[src/rtl/board_tx_pkg.sv]
// Shared types and constants for the board word UART framer.
// Frame length depends on the optional checksum byte (macro BOARD_TX_CHECKSUM_EN).
package board_tx_pkg;

   typedef enum logic [2:0] {
      IDLE,
      ARM,
      STROBE,
      WAIT_HI,
      WAIT_LO
   } state_t;

   localparam logic [7:0] SYNC_BYTE_DEFAULT = 8'hA5;
   localparam int         FRAME_LEN_BASE    = 3;
   localparam int         FRAME_LEN_CSUM    = 4;

endpackage

[src/rtl/board_tx_framer.sv]
// Frames a 16-bit board word as SYNC, hi, lo (and checksum when BOARD_TX_CHECKSUM_EN
// is defined) and hands the bytes one at a time to a UART transmitter.
module board_tx_framer
   import board_tx_pkg::*;
#(
   parameter logic [7:0] SYNC_BYTE = SYNC_BYTE_DEFAULT,
   parameter int         BUSY_WAIT = 4
) (
   input  logic        clk,
   input  logic        rst,
   input  logic [15:0] in_word,
   input  logic        in_valid,
   output logic        in_ready,
   output logic [7:0]  tx_data,
   output logic        tx_stb,
   input  logic        tx_busy,
   output logic        frame_done
);

`ifdef BOARD_TX_CHECKSUM_EN
   localparam int FRAME_LEN = FRAME_LEN_CSUM;
`else
   localparam int FRAME_LEN = FRAME_LEN_BASE;
`endif

   localparam int                WAIT_W    = (BUSY_WAIT < 2) ? 1 : $clog2(BUSY_WAIT);
   localparam logic [WAIT_W-1:0] WAIT_LAST = WAIT_W'(BUSY_WAIT - 1);
   localparam logic [1:0]        LAST_IDX  = 2'(FRAME_LEN - 1);

   state_t            state;
   state_t            state_next;
   logic [15:0]       word_q;
   logic [1:0]        byte_idx;
   logic [WAIT_W-1:0] wait_cnt;
   logic [7:0]        byte_sel;
   logic              accept;
   logic              last_byte;
   logic              wait_expired;
   logic              byte_released;

   assign in_ready      = (state == IDLE);
   assign tx_stb        = (state == STROBE);
   assign accept        = in_valid && in_ready;
   assign last_byte     = (byte_idx == LAST_IDX);
   assign wait_expired  = (wait_cnt == WAIT_LAST);
   assign byte_released = (state == WAIT_LO) && !tx_busy;

   // NOTE: every variable gets a value before the case so no path can infer a latch.
   always_comb begin
      byte_sel = SYNC_BYTE;
      case (byte_idx)
         2'd1:    byte_sel = word_q[15:8];
         2'd2:    byte_sel = word_q[7:0];
`ifdef BOARD_TX_CHECKSUM_EN
         2'd3:    byte_sel = SYNC_BYTE ^ word_q[15:8] ^ word_q[7:0];
`endif
         default: byte_sel = SYNC_BYTE;
      endcase
   end

   always_ff @(posedge clk or posedge rst) begin
      if (rst) state <= IDLE;
      else     state <= state_next;
   end

   always_comb begin
      state_next = state;
      unique case (state)
         IDLE:    if (in_valid) state_next = ARM;
         ARM:     if (!tx_busy) state_next = STROBE;
         STROBE:  state_next = WAIT_HI;
         // A transmitter that never raises busy must not stall the frame.
         WAIT_HI: if (tx_busy || wait_expired) state_next = WAIT_LO;
         WAIT_LO: if (!tx_busy) state_next = last_byte ? IDLE : ARM;
         default: state_next = IDLE;
      endcase
   end

   // NOTE: non-blocking assignments keep every register sampling pre-edge values.
   always_ff @(posedge clk or posedge rst) begin
      if (rst) begin
         word_q     <= '0;
         byte_idx   <= '0;
         wait_cnt   <= '0;
         tx_data    <= 8'h00;
         frame_done <= 1'b0;
      end else begin
         frame_done <= byte_released && last_byte;

         if (accept)
            byte_idx <= '0;
         else if (byte_released && !last_byte)
            byte_idx <= byte_idx + 2'd1;

         if (accept)
            word_q <= in_word;

         // Loaded on the ARM->STROBE edge, so the byte is stable for the whole handshake.
         if (state == ARM && !tx_busy)
            tx_data <= byte_sel;

         if (state == WAIT_HI) wait_cnt <= wait_cnt + WAIT_W'(1);
         else                  wait_cnt <= '0;
      end
   end

endmodule

[config.mk]
export PLATFORM = sky130hd
export DESIGN_NAME = board_tx_framer
export DESIGN_NICKNAME = d
export VERILOG_FILES = /design/src/rtl/board_tx_pkg.sv /design/src/rtl/board_tx_framer.sv
export SDC_FILE = /design/constraint.sdc
export NUM_CORES = 1
export LEC_CHECK = 0
export BUFFER_PORTS_ARGS = -buffer_cell sky130_fd_sc_hd__buf_4
export CAP_MARGIN = 0
export CORE_UTILIZATION = 30
export CTS_CLUSTER_DIAMETER = 40
export DETAILED_ROUTE_END_ITERATION = 10
export PLACE_DENSITY = 0.54
export SYNTH_ARGS = -nofsm -noshare
export SYNTH_HDL_FRONTEND = slang
export SYNTH_SLANG_ARGS = --single-unit
[constraint.sdc]
create_clock -name clk -period 1.6 [get_ports clk]
set_input_delay 0.32 -clock clk [delete_from_list [all_inputs] [get_ports clk]]
set_output_delay 0.32 -clock clk [all_outputs]
set_load 0.01 [all_outputs]
==> results of run 1 <==
area by class of cell:
type,instances,area [um^2],area share [%]
clock buffers,8,90.1,4.95
inverters,5,18.8,1.03
multi-input cells,68,552,30.3
flip-flops and latches,32,803,44.1
well taps,52,65.1,3.57
repair buffers,39,293,16.1
tightest hold or removal path, delay by kind of cell:
family / cells / cell delay, ns
buffers and inverters: 3 / 0.51
worst min path at each step:
stage	from	to	slack (ns)	depth (start not counted)
after detailed placement	wait_cnt[0]$_DFF_PP0_	wait_cnt[0]$_DFF_PP0_	0.43	1
after CTS	rst	frame_done$_DFF_PP0_	0.14	3
after global placement	wait_cnt[0]$_DFF_PP0_	wait_cnt[0]$_DFF_PP0_	0.42	1
final	rst	tx_data[7]$_DFFE_PP0P_	0.13	3
after floorplan	wait_cnt[0]$_DFF_PP0_	wait_cnt[0]$_DFF_PP0_	0.41	1
after global routing	rst	tx_data[7]$_DFFE_PP0P_	0.16	3
metrics by stage:
| stage | setup TNS, ns | setup WS, ns | hold WS (ns) | utilization (%) |
|---|---|---|---|---|
| final | 0 | 0.0643 | 0.128 | 41.0 |
| after global routing | -0.0846 | -0.0216 | 0.155 | 41.0 |
| after CTS | 0 | 0.0199 | 0.140 | 40.5 |
| after detailed placement | 0 | 0.0435 | 0.431 | 38.5 |
| after global placement | 0 | 0.0965 | 0.424 | 38.5 |
| after floorplan | -0.196 | -0.0218 | 0.407 | - |
routing by layer:
layer	global-route usage, %	up-vias
met1	15.1	484
met3	5.84	6
li1	-	478
met4	6.00	0
met5	0	-
met2	20.8	28
power by group through the flow:
stage | Clock, mW | Sequential (mW) | Combinational, mW
CTS | 0.657 | 1.40 | 1.22
finish | 0.628 | 1.41 | 1.24
global placement | 0 | 1.40 | 1.17
global route | 0.698 | 1.45 | 1.37
floorplan | 0 | 1.35 | 0.876
detailed placement | 0 | 1.42 | 1.21
cells by family (layout without fill, tap and decap cells):
logic type	Yosys count	count (layout)	share of synthesized area, %
flops	32	32	56.2
simple gates	25	25	9.93
compound gates	22	22	11.2
mux	18	18	14.1
buf+inv	14	52	5.80
fa+ha+maj	3	3	2.64
synthesized netlist by cell type (2+ instances only):
master and count:
a22oi_1 4, o21ai_0 3, ha_1 3, buf_1 2, dfrtp_1 32, a221oi_1 4, inv_1 5, clkbuf_1 3
buf_6 4, o31ai_1 4, nor2b_1 2, nand2_1 12, mux2_2 17, o21ai_1 2, nor2_1 3
state kept, by name, indices dropped and copies added, names as in the netlist:
| signal | cells |
|---|---|
| state | 3 |
| frame_done | 1 |
| byte_idx | 2 |
| word_q | 16 |
| tx_data | 8 |
| wait_cnt | 2 |
timing repair:
action                     in CTS  in global routing
resized for setup               0                  5
setup endpoints to repair       0                  6
setup buffers                   0                  1
==> impl_results.md, run 1 <==
- Asr flop ratio synth: 100%
- # DRC: 0
- Post-synth EDFFs: 0
- Worst-path clk slew: 0.06 ns
- Largest net degree at the start of global routing: 33
- CP most frequent cell: buf_4
- Maxcap violations: 0
- Die width: 70.9 um
- Data arrival, critical path: 1.22 ns
- Crit path depth: 3
- Routed len/inst: 14.3 um
- Hold Fails Final Rpt: 0
- Largest fanout on the critical path: 7
- Slew headroom: 72.8%
- Yosys top cell area share: 56.2%
- Initial DRC Count: 17
- WL met1: 1300 um
- Fill count: 434
- Initial antenna violation count: 0
- H-tree depth: 2
- Hold_buf cts: 0
- Most frequent cells in the layout: 39 x buf_4, 30 x dfrtp_1, 17 x mux2_2, 11 x nand2_1, 6 x clkbuf_8
- Hold crit path type: in -> async
- Reg2Reg Depth: 4
- Clk_skew: 0.00339 ns
- CP peak stage delay: 0.44 ns
- Vias in the first global route: 1015
- F_max: 651 MHz
- Pleak: 0.842 nW
- Final cell count without fillers: 204
- Delay-heaviest family, CP: flip-flops
- Die area: 5030 um^2
- Clk root buf: clkbuf_8
- RePlAce Congestion: 0.785
- Met3 wire len: 160 um
- Antenna-violating nets left: 0
- N_diodes: 0
- WS Path Type: reg -> out
- FP Rows: 24
- Final net count: 174
- Most common cell after layout, fill and taps aside: buf_4
- Comb pwr share: 37.8%
- Synthesized net count: 137
- # IOs: 31
- Total power: 3.27 mW
- GRT Util Overall: 13.0%
- RSZ-0062 raised after global routing: yes
- Sequential area share after synthesis: 56.2%
- Register-to-register setup slack: 0.07 ns
- Slew Limit Fails: 0
- Critical Path End Type: output pin
- Net Sw Frac: 33.2%
- Syn Area/Cell: 12.5 um^2
- Total wire length: 2910 um
- Synthesis Warnings: 0
- CTS tree: yes
- Vias/cell: 4.88
- Die Span Y: 70.9 um
- Max VDD drop: 0.000697 V
- Total grt overflow: 0
- Sequential power share: 43.0%
- Worst Tran Pin Value: 0.408 ns
- CTS Buf Count: 5
- Dominant synthesized flop cell: dfrtp_1
- Area leader, netlist: dfrtp_1
- CP endpoint: in_ready
- Vias post-DR: 996
- Area post-placement: 1710 um^2
- Power Dens Cells: 1800 nW/um^2
- Final worst path period share: 96.0%
- Clk_lat worst skew: 0.28 ns
- Unique masters post-synth: 29
- Data required, critical path: 1.28 ns
- Placed Instances: 195
- Final Setup Violations: 0
- Fin crit period: 1.54 ns
- Fin area: 1820 um^2
- R2R Path Start: state[2]$_DFFE_PP0P_
- Port-buffer cells: 30
- Cell area after synthesis: 1420 um^2
- Status: finished clean
- FF-to-FF End: word_q[3]$_DFFE_PP0P_
- Initial core utilization: 32.0%
- #FFs+latches synth: 32
- CP max stage cell: dfrtp_2
- Max Buffers Root-to-Sink: 2
- DR WL met2: 1400 um
- First-pass GRT wire length: 4850 um
- Clock share of power: 19.2%
- P&R area growth vs syn: 27.9%
- Drt pass-1 iters: 6
- Synth area leaders: dfrtp_1 56%, mux2_2 13%, buf_6 3.2%
- Share of cells above drive strength 1: 45.4%
- Gate Count Post-Synth: 114
- Worst Path Buf+Inv: 2
- CP Cell Sequence: buf_4 -> nor3_1 -> buf_4
- Startpoint Class: register
- CTS sink count: 32
- Internal Pwr Total: 2.18 mW
- Core footprint: 4440 um^2
- DPL Wire Length: 2040 um
- Switching Power: 1.09 mW
- Uppermost layer routed: met4
- Worst setup startpoint: state[1]$_DFFE_PP0P_
No activity file was read; power rests on OpenSTA's default activity.
==> run 2, diff against run 1 <==
CELL_PAD_IN_SITES_DETAIL_PLACEMENT = 0   (was unset)
CELL_PAD_IN_SITES_GLOBAL_PLACEMENT = 1   (was unset)
CORE_UTILIZATION = 38   (was 30)
PLACE_DENSITY = 0.77   (was 0.54)
TNS_END_PERCENT = 1   (was unset)
==> impl_results.md, run 2 (synthesized netlist as in run 1, its figures left out) <==
- Status: finished clean
- Placed Instances: 189
- Vias in the first global route: 1021
- Die width: 63.2 um
- CTS tree: yes
- CP peak stage delay: 0.45 ns
- Reg2Reg Depth: 3
- Total wire length: 2570 um
- Routed len/inst: 13.1 um
- Hold Fails Final Rpt: 0
- Hold Slack: 0.115 ns
- Delay-heaviest family, CP: flip-flops
- Hold crit path type: in -> async
- Net Sw Frac: 31.2%
- Clk_lat worst skew: 0.28 ns
- Critical Path End Type: output pin
- CTS sink count: 32
- Data arrival, critical path: 1.22 ns
- Crit path depth: 3
- Vias post-DR: 948
- RSZ-0062 raised after global routing: no
- Largest regs: word_q (16), tx_data (8), state (3)
- Share of cells above drive strength 1: 46.4%
- Final net count: 173
- Setup TNS: 0 ns
- Slew headroom: 74.2%
- CTS Buf Count: 5
- Most common cell after layout, fill and taps aside: buf_4
- Clock share of power: 24.4%
- Slew Limit Fails: 0
- Initial antenna violation count: 0
- Clk_skew: 0.00273 ns
- WS Path Type: reg -> out
- Most frequent cells in the layout: 38 x buf_4, 29 x dfrtp_1, 17 x mux2_2, 12 x nand2_1, 7 x clkbuf_8
- RePlAce Congestion: 0.739
- F_max: 648 MHz
- FP Rows: 21
- Worst Path Buf+Inv: 2
- CP endpoint: in_ready
- Initial core utilization: 41.1%
- Total power: 3.43 mW
- # IOs: 31
- Final worst path period share: 96.4%
- Antenna-violating nets left: 0
- Comb pwr share: 34.2%
- Port-buffer cells: 30
- Pleak: 0.858 nW
- Register-to-register setup slack: 0.10 ns
- # DRC: 0
- FF-to-FF End: tx_data[3]$_DFFE_PP0P_
- Data required, critical path: 1.28 ns
- Vias/cell: 4.81
- Final cell count without fillers: 197
- Internal Pwr Total: 2.36 mW
- Switching Power: 1.07 mW
- Biggest register: word_q
- Max VDD drop: 0.000990 V
- CP most frequent cell: buf_4
- Drt pass-1 iters: 4
- Die Span Y: 63.2 um
- Maxcap violations: 0
- CP Cell Sequence: buf_4 -> nor3_1 -> buf_4
- Final Setup Violations: 0
- Post-CTS Setup Inserts: 0
- Largest net degree at the start of global routing: 33
- Max reg flops: 16
- DPL Wire Length: 1900 um
- Initial DRC Count: 38
- Core Util, Final: 53.2%
- Worst setup startpoint: state[1]$_DFFE_PP0P_
- GRT Util Overall: 15.0%
- Max Buffers Root-to-Sink: 2
- N_diodes: 0
- Hold_buf cts: 0
- P&R area growth vs syn: 29.5%
- Startpoint Class: register
- Clk root buf: clkbuf_8
- Largest fanout on the critical path: 6
- CP max stage cell: dfrtp_2
- Worst Tran Pin Value: 0.387 ns
- Core footprint: 3470 um^2
- Sequential power share: 41.4%
- Worst-path clk slew: 0.06 ns
- Total grt overflow: 0
- Post-CTS Resized: 0
- R2R Path Start: state[2]$_DFFE_PP0P_
- Fin crit period: 1.54 ns
- H-tree depth: 2
- Die area: 4000 um^2
- Power Dens Cells: 1860 nW/um^2
- First-pass GRT wire length: 4500 um
-- run 2: layer usage --
metal	track usage, %	vias up	part of all wire (%)
met3	7.43	4	6.4
met1	16.9	444	44
met2	24.3	25	48
met5	0	-	0
met4	5.97	0	1.1
li1	-	475	-
-- run 2: worst register-to-register path, cell delays in order (launching register included) --
cell     delay [ns]
dfrtp_2        0.47
or4b_1         0.53
buf_4          0.20
o31ai_1        0.22
-- run 2: how the worst min path moves through the flow --
stage | startpoint | to | slack [ns] | cells past startpoint
finish | rst | word_q[11]$_DFFE_PP0P_ | 0.11 | 3
global route | rst | tx_data[7]$_DFFE_PP0P_ | 0.14 | 3
CTS | rst | tx_data[7]$_DFFE_PP0P_ | 0.13 | 3
detailed placement | rst | word_q[8]$_DFFE_PP0P_ | 0.43 | 3
global placement | rst | word_q[3]$_DFFE_PP0P_ | 0.42 | 3
floorplan | wait_cnt[0]$_DFF_PP0_ | wait_cnt[0]$_DFF_PP0_ | 0.41 | 1
-- run 2: power groups by stage --
stage	combinational [mW]	sequential, mW	clock (mW)
detailed placement	1.18	1.42	0
floorplan	0.876	1.35	0
finish	1.17	1.42	0.838
global route	1.32	1.46	0.912
global placement	1.15	1.40	0
CTS	1.19	1.40	0.859
-- run 2: stage by stage --
| step | cell area, um^2 | worst slack [ns] |
|---|---|---|
| after floorplan | 1420 | -0.0218 |
| after global placement | 1700 | 0.121 |
| after detailed placement | 1700 | 0.0625 |
| after CTS | 1830 | 0.0492 |
| after global routing | 1840 | 0.00665 |
| final | 1840 | 0.0578 |
-- run 2: final cells by class --
class / count / area, um^2
multi-input combinational: 68 / 552
timing repair buffer: 38 / 285
inverter: 5 / 18.8
sequential: 32 / 805
tap: 46 / 57.6
clock inverter: 1 / 30.0
clock buffer: 7 / 96.3
fill: 322 / 1620
